**config.mk**
```make
export PLATFORM = sky130hd
export DESIGN_NAME = alu_ctrl
export DESIGN_NICKNAME = d
export VERILOG_FILES = /design/src/rtl/alu_ctrl_pkg.sv /design/src/rtl/alu_ctrl_rf.sv /design/src/rtl/alu_ctrl.sv
export SDC_FILE = /design/constraint.sdc
export NUM_CORES = 1
export LEC_CHECK = 0
export ABC_CLOCK_PERIOD_IN_PS = 4600
export CAP_MARGIN = 10
export CORE_ASPECT_RATIO = 0.75
export CORE_MARGIN = 4
export CORE_UTILIZATION = 54
export DETAILED_ROUTE_END_ITERATION = 12
export PLACE_DENSITY_LB_ADDON = 0.12
export SLEW_MARGIN = 30
export SYNTH_ARGS = -nofsm -noshare
export SYNTH_HDL_FRONTEND = slang
export SYNTH_SLANG_ARGS = --single-unit
```
**constraint.sdc**
```tcl
create_clock -name clk -period 4.6 [get_ports clk]
set_input_delay 0.46 -clock clk [delete_from_list [all_inputs] [get_ports clk]]
set_output_delay 0.46 -clock clk [all_outputs]
set_load 0.005 [all_outputs]
```
**src/rtl/alu_ctrl_pkg.sv**
```systemverilog
// Shared types for the ALU sequencing controller: opcodes, instruction field layout,
// controller states and the instruction decode helper.
package alu_ctrl_pkg;

  localparam int DATA_W = 16;
  localparam int ADDR_W = 2;
  localparam int NREG   = 4;

  // ins_word layout
  localparam int OPC_LSB  = 0;
  localparam int OPC_W    = 3;
  localparam int CIN_BIT  = 3;
  localparam int DST_LSB  = 4;
  localparam int SRCA_LSB = 6;
  localparam int SRCB_LSB = 8;
  localparam int REP_LSB  = 10;
  localparam int REP_W    = 4;
  localparam int RSV_LSB  = 14;
  localparam int RSV_W    = 2;

  typedef enum logic [OPC_W-1:0] {
    ADD     = 3'd0,
    ADDHALF = 3'd1,
    INC     = 3'd2,
    MUL15   = 3'd3,
    AND     = 3'd4,
    OR      = 3'd5,
    NOT     = 3'd6,
    ZERO    = 3'd7
  } opc_e;

  typedef enum logic [1:0] {
    ST_IDLE = 2'd0,
    ST_EXEC = 2'd1,
    ST_DONE = 2'd2
  } state_e;

  // Repeat count is kept out of this struct so the no-repeat build carries no counter bits.
  typedef struct packed {
    opc_e              opc;
    logic              cin;
    logic [ADDR_W-1:0] dst;
    logic [ADDR_W-1:0] src_a;
    logic [ADDR_W-1:0] src_b;
  } ins_t;

  function automatic ins_t decode_ins(input logic [DATA_W-1:0] w);
    ins_t d;
    d.opc   = opc_e'(w[OPC_LSB +: OPC_W]);
    d.cin   = w[CIN_BIT];
    d.dst   = w[DST_LSB +: ADDR_W];
    d.src_a = w[SRCA_LSB +: ADDR_W];
    d.src_b = w[SRCB_LSB +: ADDR_W];
    return d;
  endfunction

endpackage

```
**src/rtl/alu_ctrl_rf.sv**
```systemverilog
// 4x16 register file: one synchronous write port, three combinational read ports,
// asynchronous clear to zero.
module alu_ctrl_rf
  import alu_ctrl_pkg::*;
(
  input  logic              clk,
  input  logic              rst,
  input  logic              we,
  input  logic [ADDR_W-1:0] waddr,
  input  logic [DATA_W-1:0] wdata,
  input  logic [ADDR_W-1:0] ra_addr,
  output logic [DATA_W-1:0] ra_data,
  input  logic [ADDR_W-1:0] rb_addr,
  output logic [DATA_W-1:0] rb_data,
  input  logic [ADDR_W-1:0] rc_addr,
  output logic [DATA_W-1:0] rc_data
);

  logic [DATA_W-1:0] regs [NREG];

  always_ff @(posedge clk or posedge rst) begin
    if (rst) begin
      for (int i = 0; i < NREG; i++) regs[i] <= '0;
    end else if (we) begin
      regs[waddr] <= wdata;
    end
  end

  assign ra_data = regs[ra_addr];
  assign rb_data = regs[rb_addr];
  assign rc_data = regs[rc_addr];

endmodule

```
**src/rtl/alu_ctrl.sv**
```systemverilog
// Sequences one instruction at a time through an external combinational ALU.
// Build option: define ALU_CTRL_REPEAT_EN to honour the rep field (otherwise one EXEC cycle).
module alu_ctrl
  import alu_ctrl_pkg::*;
(
  input  logic              clk,
  input  logic              rst,
  input  logic              ins_valid,
  output logic              ins_ready,
  input  logic [DATA_W-1:0] ins_word,
  input  logic              ld_valid,
  input  logic [ADDR_W-1:0] ld_addr,
  input  logic [DATA_W-1:0] ld_data,
  input  logic [ADDR_W-1:0] rd_addr,
  output logic [DATA_W-1:0] rd_data,
  output logic [DATA_W-1:0] alu_a,
  output logic [DATA_W-1:0] alu_b,
  output logic [OPC_W-1:0]  alu_opc,
  output logic              alu_cin,
  input  logic [DATA_W-1:0] alu_w,
  input  logic              alu_zer,
  input  logic              alu_neg,
  output logic              done,
  output logic              zero,
  output logic              negative
);

  // Handshake: an instruction transfers on a rising edge where ins_valid && ins_ready;
  // ins_ready is high only in IDLE and does not depend on ins_valid.

  state_e            state, state_nxt;
  ins_t              ins_q;
  logic              accept;
  logic              exec;
  logic              rep_last;
  logic              rf_we;
  logic [ADDR_W-1:0] rf_waddr;
  logic [DATA_W-1:0] rf_wdata;
  logic [DATA_W-1:0] src_a_data;
  logic [DATA_W-1:0] src_b_data;
  logic              unused_ok;

  assign ins_ready = (state == ST_IDLE);
  assign exec      = (state == ST_EXEC);
  assign accept    = ins_valid && ins_ready;
  assign done      = (state == ST_DONE);

`ifdef ALU_CTRL_REPEAT_EN
  logic [REP_W-1:0] rep_cnt;

  always_ff @(posedge clk or posedge rst) begin
    if (rst) begin
      rep_cnt <= '0;
    end else if (accept) begin
      rep_cnt <= ins_word[REP_LSB +: REP_W];
    end else if (exec && rep_cnt != '0) begin
      rep_cnt <= rep_cnt - 1'b1;
    end
  end

  assign rep_last  = (rep_cnt == '0);
  assign unused_ok = ^ins_word[RSV_LSB +: RSV_W];
`else
  assign rep_last  = 1'b1;
  assign unused_ok = ^{ins_word[RSV_LSB +: RSV_W], ins_word[REP_LSB +: REP_W]};
`endif

  always_ff @(posedge clk or posedge rst) begin
    if (rst) state <= ST_IDLE;
    else     state <= state_nxt;
  end

  always_comb begin
    state_nxt = state;
    unique case (state)
      ST_IDLE: if (accept) state_nxt = ST_EXEC;
      ST_EXEC: if (rep_last) state_nxt = ST_DONE;
      ST_DONE: state_nxt = ST_IDLE;
      default: state_nxt = ST_IDLE;
    endcase
  end

  always_ff @(posedge clk or posedge rst) begin
    if (rst)         ins_q <= '0;
    else if (accept) ins_q <= decode_ins(ins_word);
  end

  // Loads share the write port with EXEC; they only reach it in IDLE, so a load on
  // the accept edge lands before the first EXEC read.
  always_comb begin
    rf_we    = 1'b0;
    rf_waddr = ld_addr;
    rf_wdata = ld_data;
    if (exec) begin
      rf_we    = 1'b1;
      rf_waddr = ins_q.dst;
      rf_wdata = alu_w;
    end else if (ins_ready && ld_valid) begin
      rf_we    = 1'b1;
    end
  end

  alu_ctrl_rf u_rf (
    .clk     (clk),
    .rst     (rst),
    .we      (rf_we),
    .waddr   (rf_waddr),
    .wdata   (rf_wdata),
    .ra_addr (ins_q.src_a),
    .ra_data (src_a_data),
    .rb_addr (ins_q.src_b),
    .rb_data (src_b_data),
    .rc_addr (rd_addr),
    .rc_data (rd_data)
  );

  always_comb begin
    alu_a   = '0;
    alu_b   = '0;
    alu_opc = ZERO;
    alu_cin = 1'b0;
    if (exec) begin
      alu_a   = src_a_data;
      alu_b   = src_b_data;
      alu_opc = ins_q.opc;
      alu_cin = ins_q.cin;
    end
  end

  always_ff @(posedge clk or posedge rst) begin
    if (rst) begin
      zero     <= 1'b0;
      negative <= 1'b0;
    end else if (exec) begin
      zero     <= alu_zer;
      negative <= alu_neg;
    end
  end

endmodule

```
# [Yosys cells after proc, flatten, opt, wreduce, memory -nomap -nowiden]
# Cells that the tools add are included.
[word_totals] ramBits=0 latchBits=0 n_memories=0 romBits=0 ff_bits=78
[classes] order_cmp=5 addsub=0 bitwise=4 n_eq_ne=3 n_shift=0 mul=0 muxes=22 n_reduce_logical=4 div=0
[op_table] operator="16-bit two-way mux" n=10
[op_table] operator="16-bit binary-select mux with 2-bit select" n=3
[op_table] operator="64-bit bitwise mux" n=1
[op_table] operator="16-bit demux with 2-bit select" n=1
[op_table] operator="3-bit >= comparator, second input constant" n=4
[op_table] operator="2-bit inverter with 3-bit output" n=4
[op_table] operator="2-bit two-way mux" n=2
[op_table] operator="2-bit one-hot mux with 2 select lines" n=1
[op_table] operator="1-bit logical AND" n=3
[op_table] operator="3-bit by 1-bit < comparator with 1-bit output, second input constant" n=1
[op_table] operator="1-bit two-way mux" n=3
[op_table] operator="3-bit two-way mux" n=1
[op_table] operator="2-bit by 1-bit == test with 1-bit output, second input constant" n=1
[op_table] operator="2-bit == test, second input constant" n=1
[op_table] operator="2-bit logical NOT" n=1
[op_table] operator="2-bit by 1-bit inequality test with 1-bit output, second input constant" n=1

# [Logic depth before layout (Yosys ltp)]
[depth] depth_word=8 mapped_depth=6 depth_no_buf=3

# [By module]
# Synthesis repeated with hierarchy kept, for this count alone.
[unflattened] cells_unflattened=291 hier_area_um2=4591.9
[modules_own_cells] mod="alu_ctrl_rf" area_each_um2=3559.7 seq_area_each_um2=1601.5 n_inst=1 cells_each=197
[modules_own_cells] mod="alu_ctrl" area_each_um2=1032.2 seq_area_each_um2=350.3 n_inst=1 cells_each=94

# [Worst setup path after synthesis]
# OpenSTA, ideal clock, no wires.
[synth_path] path_kind="input-to-output" start="in rd_addr[0]" end="out rd_data[10]" path_stages=3 n_path_buf=2 t_required_ns=4.140 t_arrival_ns=1.712 setup_slack_ns=2.428 cell_sequence="clkbuf_1 -> buf_2 -> mux4_2"
[synth_between] elab_chain_cells=4
[synth_rtl] element="start, declared" line_no="alu_ctrl.sv:14" rtl="input logic [ADDR_W-1:0] rd_addr,"
[synth_rtl] element="2-bit inverter with 3-bit output (not written as such)" line_no="alu_ctrl_rf.sv:31" rtl="assign rc_data = regs[rc_addr];"
[synth_rtl] element="16-bit binary-select mux with 2-bit select" line_no="alu_ctrl_rf.sv:31"
[synth_rtl] element="16-bit two-way mux (not written as such) (2 in series)" line_no="alu_ctrl_rf.sv:31"
[synth_rtl] element="end, declared" line_no="alu_ctrl.sv:15" rtl="output logic [DATA_W-1:0] rd_data,"
# No other way between the ends. The select of a mux whose other input is x is not followed.

# [Worst setup path after layout]
[layout_path] start="in rd_addr[0]" end="out rd_data[1]"
# The elaborated chain is that of the path after synthesis.

==> results.yml <==
layout:
  area_growth_pct: 30.63
  final_nets: 454
  antenna-diode-count: 0
  post-route-util_pct: 72.21
  drive_above_1_share_pct: 43.14
timing:
  setup_tns_ns: 0
  rsz0062_at_grt: "no"
  fmax_mhz: 323.3
  period_minus_slack_ns: 3.093
  drv_slew: 0
  hold_viol_final: 0
  fin_skew_ns: 0.004574
  post-route-period-util_pct: 67.24
  maxSlewHeadroom_pct: 36.86
  worst_slew_pin_slew_ns: 0.9441
  setup_viol: 0
critical_path:
  rr_worst_depth: 4
  cp.buffers_inverters: 3
  r2r-end: "u_rf.regs[23]"
  critical_path_class: "primary input to output port"
  worst_setup_path_end_kind: "output port"
  crit_end: "rd_data[1]"
  worstPathRequired_ns: 4.14
  cpMostUsedCell: "clkdlybuf4s50_1"
  cp.arrival_ns: 2.63
  cp_num_cells: 4
  r2r-start: "state[1]"
  crit_family: "buffers and inverters"
  slowest_delay_ns: 0.82
  r2r_setup_slack_ns: 2.28
  start_kind: "primary input"
  slowest_stage: "clkdlybuf4s50_1"
  crit_path_max_fanout: 9
  path_cells: "clkdlybuf4s50_1 -> buf_4 -> mux4_2 -> clkdlybuf4s50_1"
  critPathLaunch: "rd_addr[0]"
detailed_routing:
  ant_nets: 0
  dr.pass1.iters: 4
  vias_per_cell: 5.833
  drtIter0Drc: 87
  route.detailed.drc: 0
  post_drt_wl_per_cell_um: 20.87
  wirelength_mm: 10.62
  vias: 2969
global_route:
  grt.total_usage_pct: 22.24
  grt_pass1_vias: 3144
  grt_max_degree: 42
  grt_pass1_wl_mm: 16.99
  antenna_found_initial: 0
  overflow: 0
synthesis:
  synth_flop_cell: "dfrtp_1"
  synthTopCellsByCount: "dfrtp_1 (78), mux2_2 (73), mux4_2 (48)"
  yosysMostFrequentCell: "dfrtp_1"
  yosys-top-cells-area: "dfrtp_1 (42%), mux4_2 (23%), mux2_2 (18%)"
  synth_area_um2: 4673
  synth.avg_cell_area_um2: 15.90
  ys_async_sr_fraction_pct: 100.0
  syn_nets: 352
  synth.top_cell.area_share_pct: 41.77
  yosysTopAreaCell: "dfrtp_1"
  ys_seq_area_share_pct: 41.77
  yosys_warnings: 0
  synth_edf_count: 0
  syn_inst: 294
  synth-seq-cells: 78
  synthDistinctLibCells: 22
min_path:
  min_path_cells: 1
  min_path_type: "flop to flop"
cts:
  ctsHtreeMaxLevel: 3
  post_cts_buffers: 0
  cts_tree: "done"
  cts_num_sinks: 78
  path_clk_slew_ns: 0.06
  cts.path.max_buffers: 2
  cts_resized: 0
  clk_latency_ns: 0.33
  hold_buffers: 0
  cts_made_buffers: 9
  cts-root-buf: "clkbuf_16"
power:
  power_leakage_nw: 2.363
  switchingPower_w: 0.001055
  p_per_area_nw_per_um2: 580.8
  switching_share_pct: 29.76
  peakVddDrop_v: 0.0003109
  p_seq_share_pct: 38.3
  power_frac_comb_pct: 43.0
  pwr-share-clk_pct: 18.7
  power.internal_w: 0.002490
floorplan:
  die_y_um: 88.57
  fp-row-count: 29
  start_util_pct: 55.28
  ioPinCount: 114
  die-area_um2: 10220
  core_area_um2: 8454
  fp.dieW_um: 115.4
run:
  maxCapViolCount: 0
placement:
  finalWeightedCongestion: 0.7689
  port_buffers: 107
  place_hpwl_mm: 7.373
status:
  outcome: "complete, no violations"
-- worst min path at each step --
stage,startpoint,end,slack [ns]
2_1_floorplan,ins_q[8],ins_q[8],0.47
3_3_place_gp,ins_q[7],ins_q[7],0.48
3_5_place_dp,ins_q[6],ins_q[6],0.49
4_1_cts,ins_q[6],ins_q[6],0.50
5_1_grt,ins_q[6],ins_q[6],0.52
6_report,ins_q[6],ins_q[6],0.50
-- state kept, by name, indices dropped and copies added, names as in the netlist --
signal	count
zero	1
negative	1
ins_q	10
state	2
u_rf.regs	64
-- metrics by stage --
step	instances	total power, W	hold slack (ns)	setup WS (ns)	area (um2)
4_1_cts	509	0.003575	0.5023	1.445	6105
5_1_grt	509	0.003759	0.5209	1.337	6105
3_3_place_gp	491	0.002831	0.4825	1.436	5796
3_5_place_dp	493	0.002897	0.4877	1.451	5822
2_1_floorplan	294	0.002299	0.4715	2.145	4673
6_report	509	0.003546	0.4991	1.507	6105
-- layout make-up --
class                   count  area, um2
repair buffers            116       1150
multi-input cells         190       2580
well taps                 108      135.1
clock inverters             7      57.56
fillers                   590       2350
flip-flops and latches     78       1952
inverters                   1      5.005
clock buffers               9      225.2
-- power by group through the flow --
| stage | Combinational, W | Clock, W | Sequential (W) |
|---|---|---|---|
| after detailed placement | 0.00154 | 0 | 0.00136 |
| final | 0.00152 | 0.000664 | 0.00136 |
| after global placement | 0.00150 | 0 | 0.00133 |
| after CTS | 0.00155 | 0.000675 | 0.00135 |
| after global routing | 0.00164 | 0.000710 | 0.00141 |
| after floorplan | 0.00110 | 0 | 0.00120 |
-- layout by cell type (no fill, tap or decap) --
cell type / netlist / final
clkinvlp_4: 0 / 3
or3b_4: 1 / 1
mux2i_1: 1 / 1
and2b_1: 1 / 1
inv_6: 0 / 2
mux4_2: 48 / 48
or2b_1: 1 / 1
clkbuf_16: 0 / 9
clkinv_2: 0 / 1
dfrtp_1: 78 / 78
nand2b_1: 3 / 3
nand3b_1: 1 / 1
clkinv_4: 0 / 2
mux2_4: 20 / 20
nand2_1: 1 / 1
nor2b_4: 0 / 1
clkdlybuf4s50_1: 0 / 107
nor2_1: 1 / 1
buf_4: 2 / 7
a211oi_4: 3 / 4
buf_8: 0 / 1
buf_6: 1 / 1
and2_1: 34 / 34
mux2_2: 73 / 73
-- routing by layer --
layer,up-vias,share of wire [%],GRT usage [%]
met5,-,0,0
met4,0,0.29,5.117
met3,2,8.2,6.152
met2,107,50,36.08
met1,1540,42,30.51
li1,1320,-,-
-- cells by family after synthesis --
logic type      after synthesis  share of synthesized area, %
compound gates                4                         1.553
buf+inv                      26                         3.347
flops                        78                         41.77
mux                         142                         47.36
simple gates                 44                         5.971
Power figures use the tool's default switching activity.
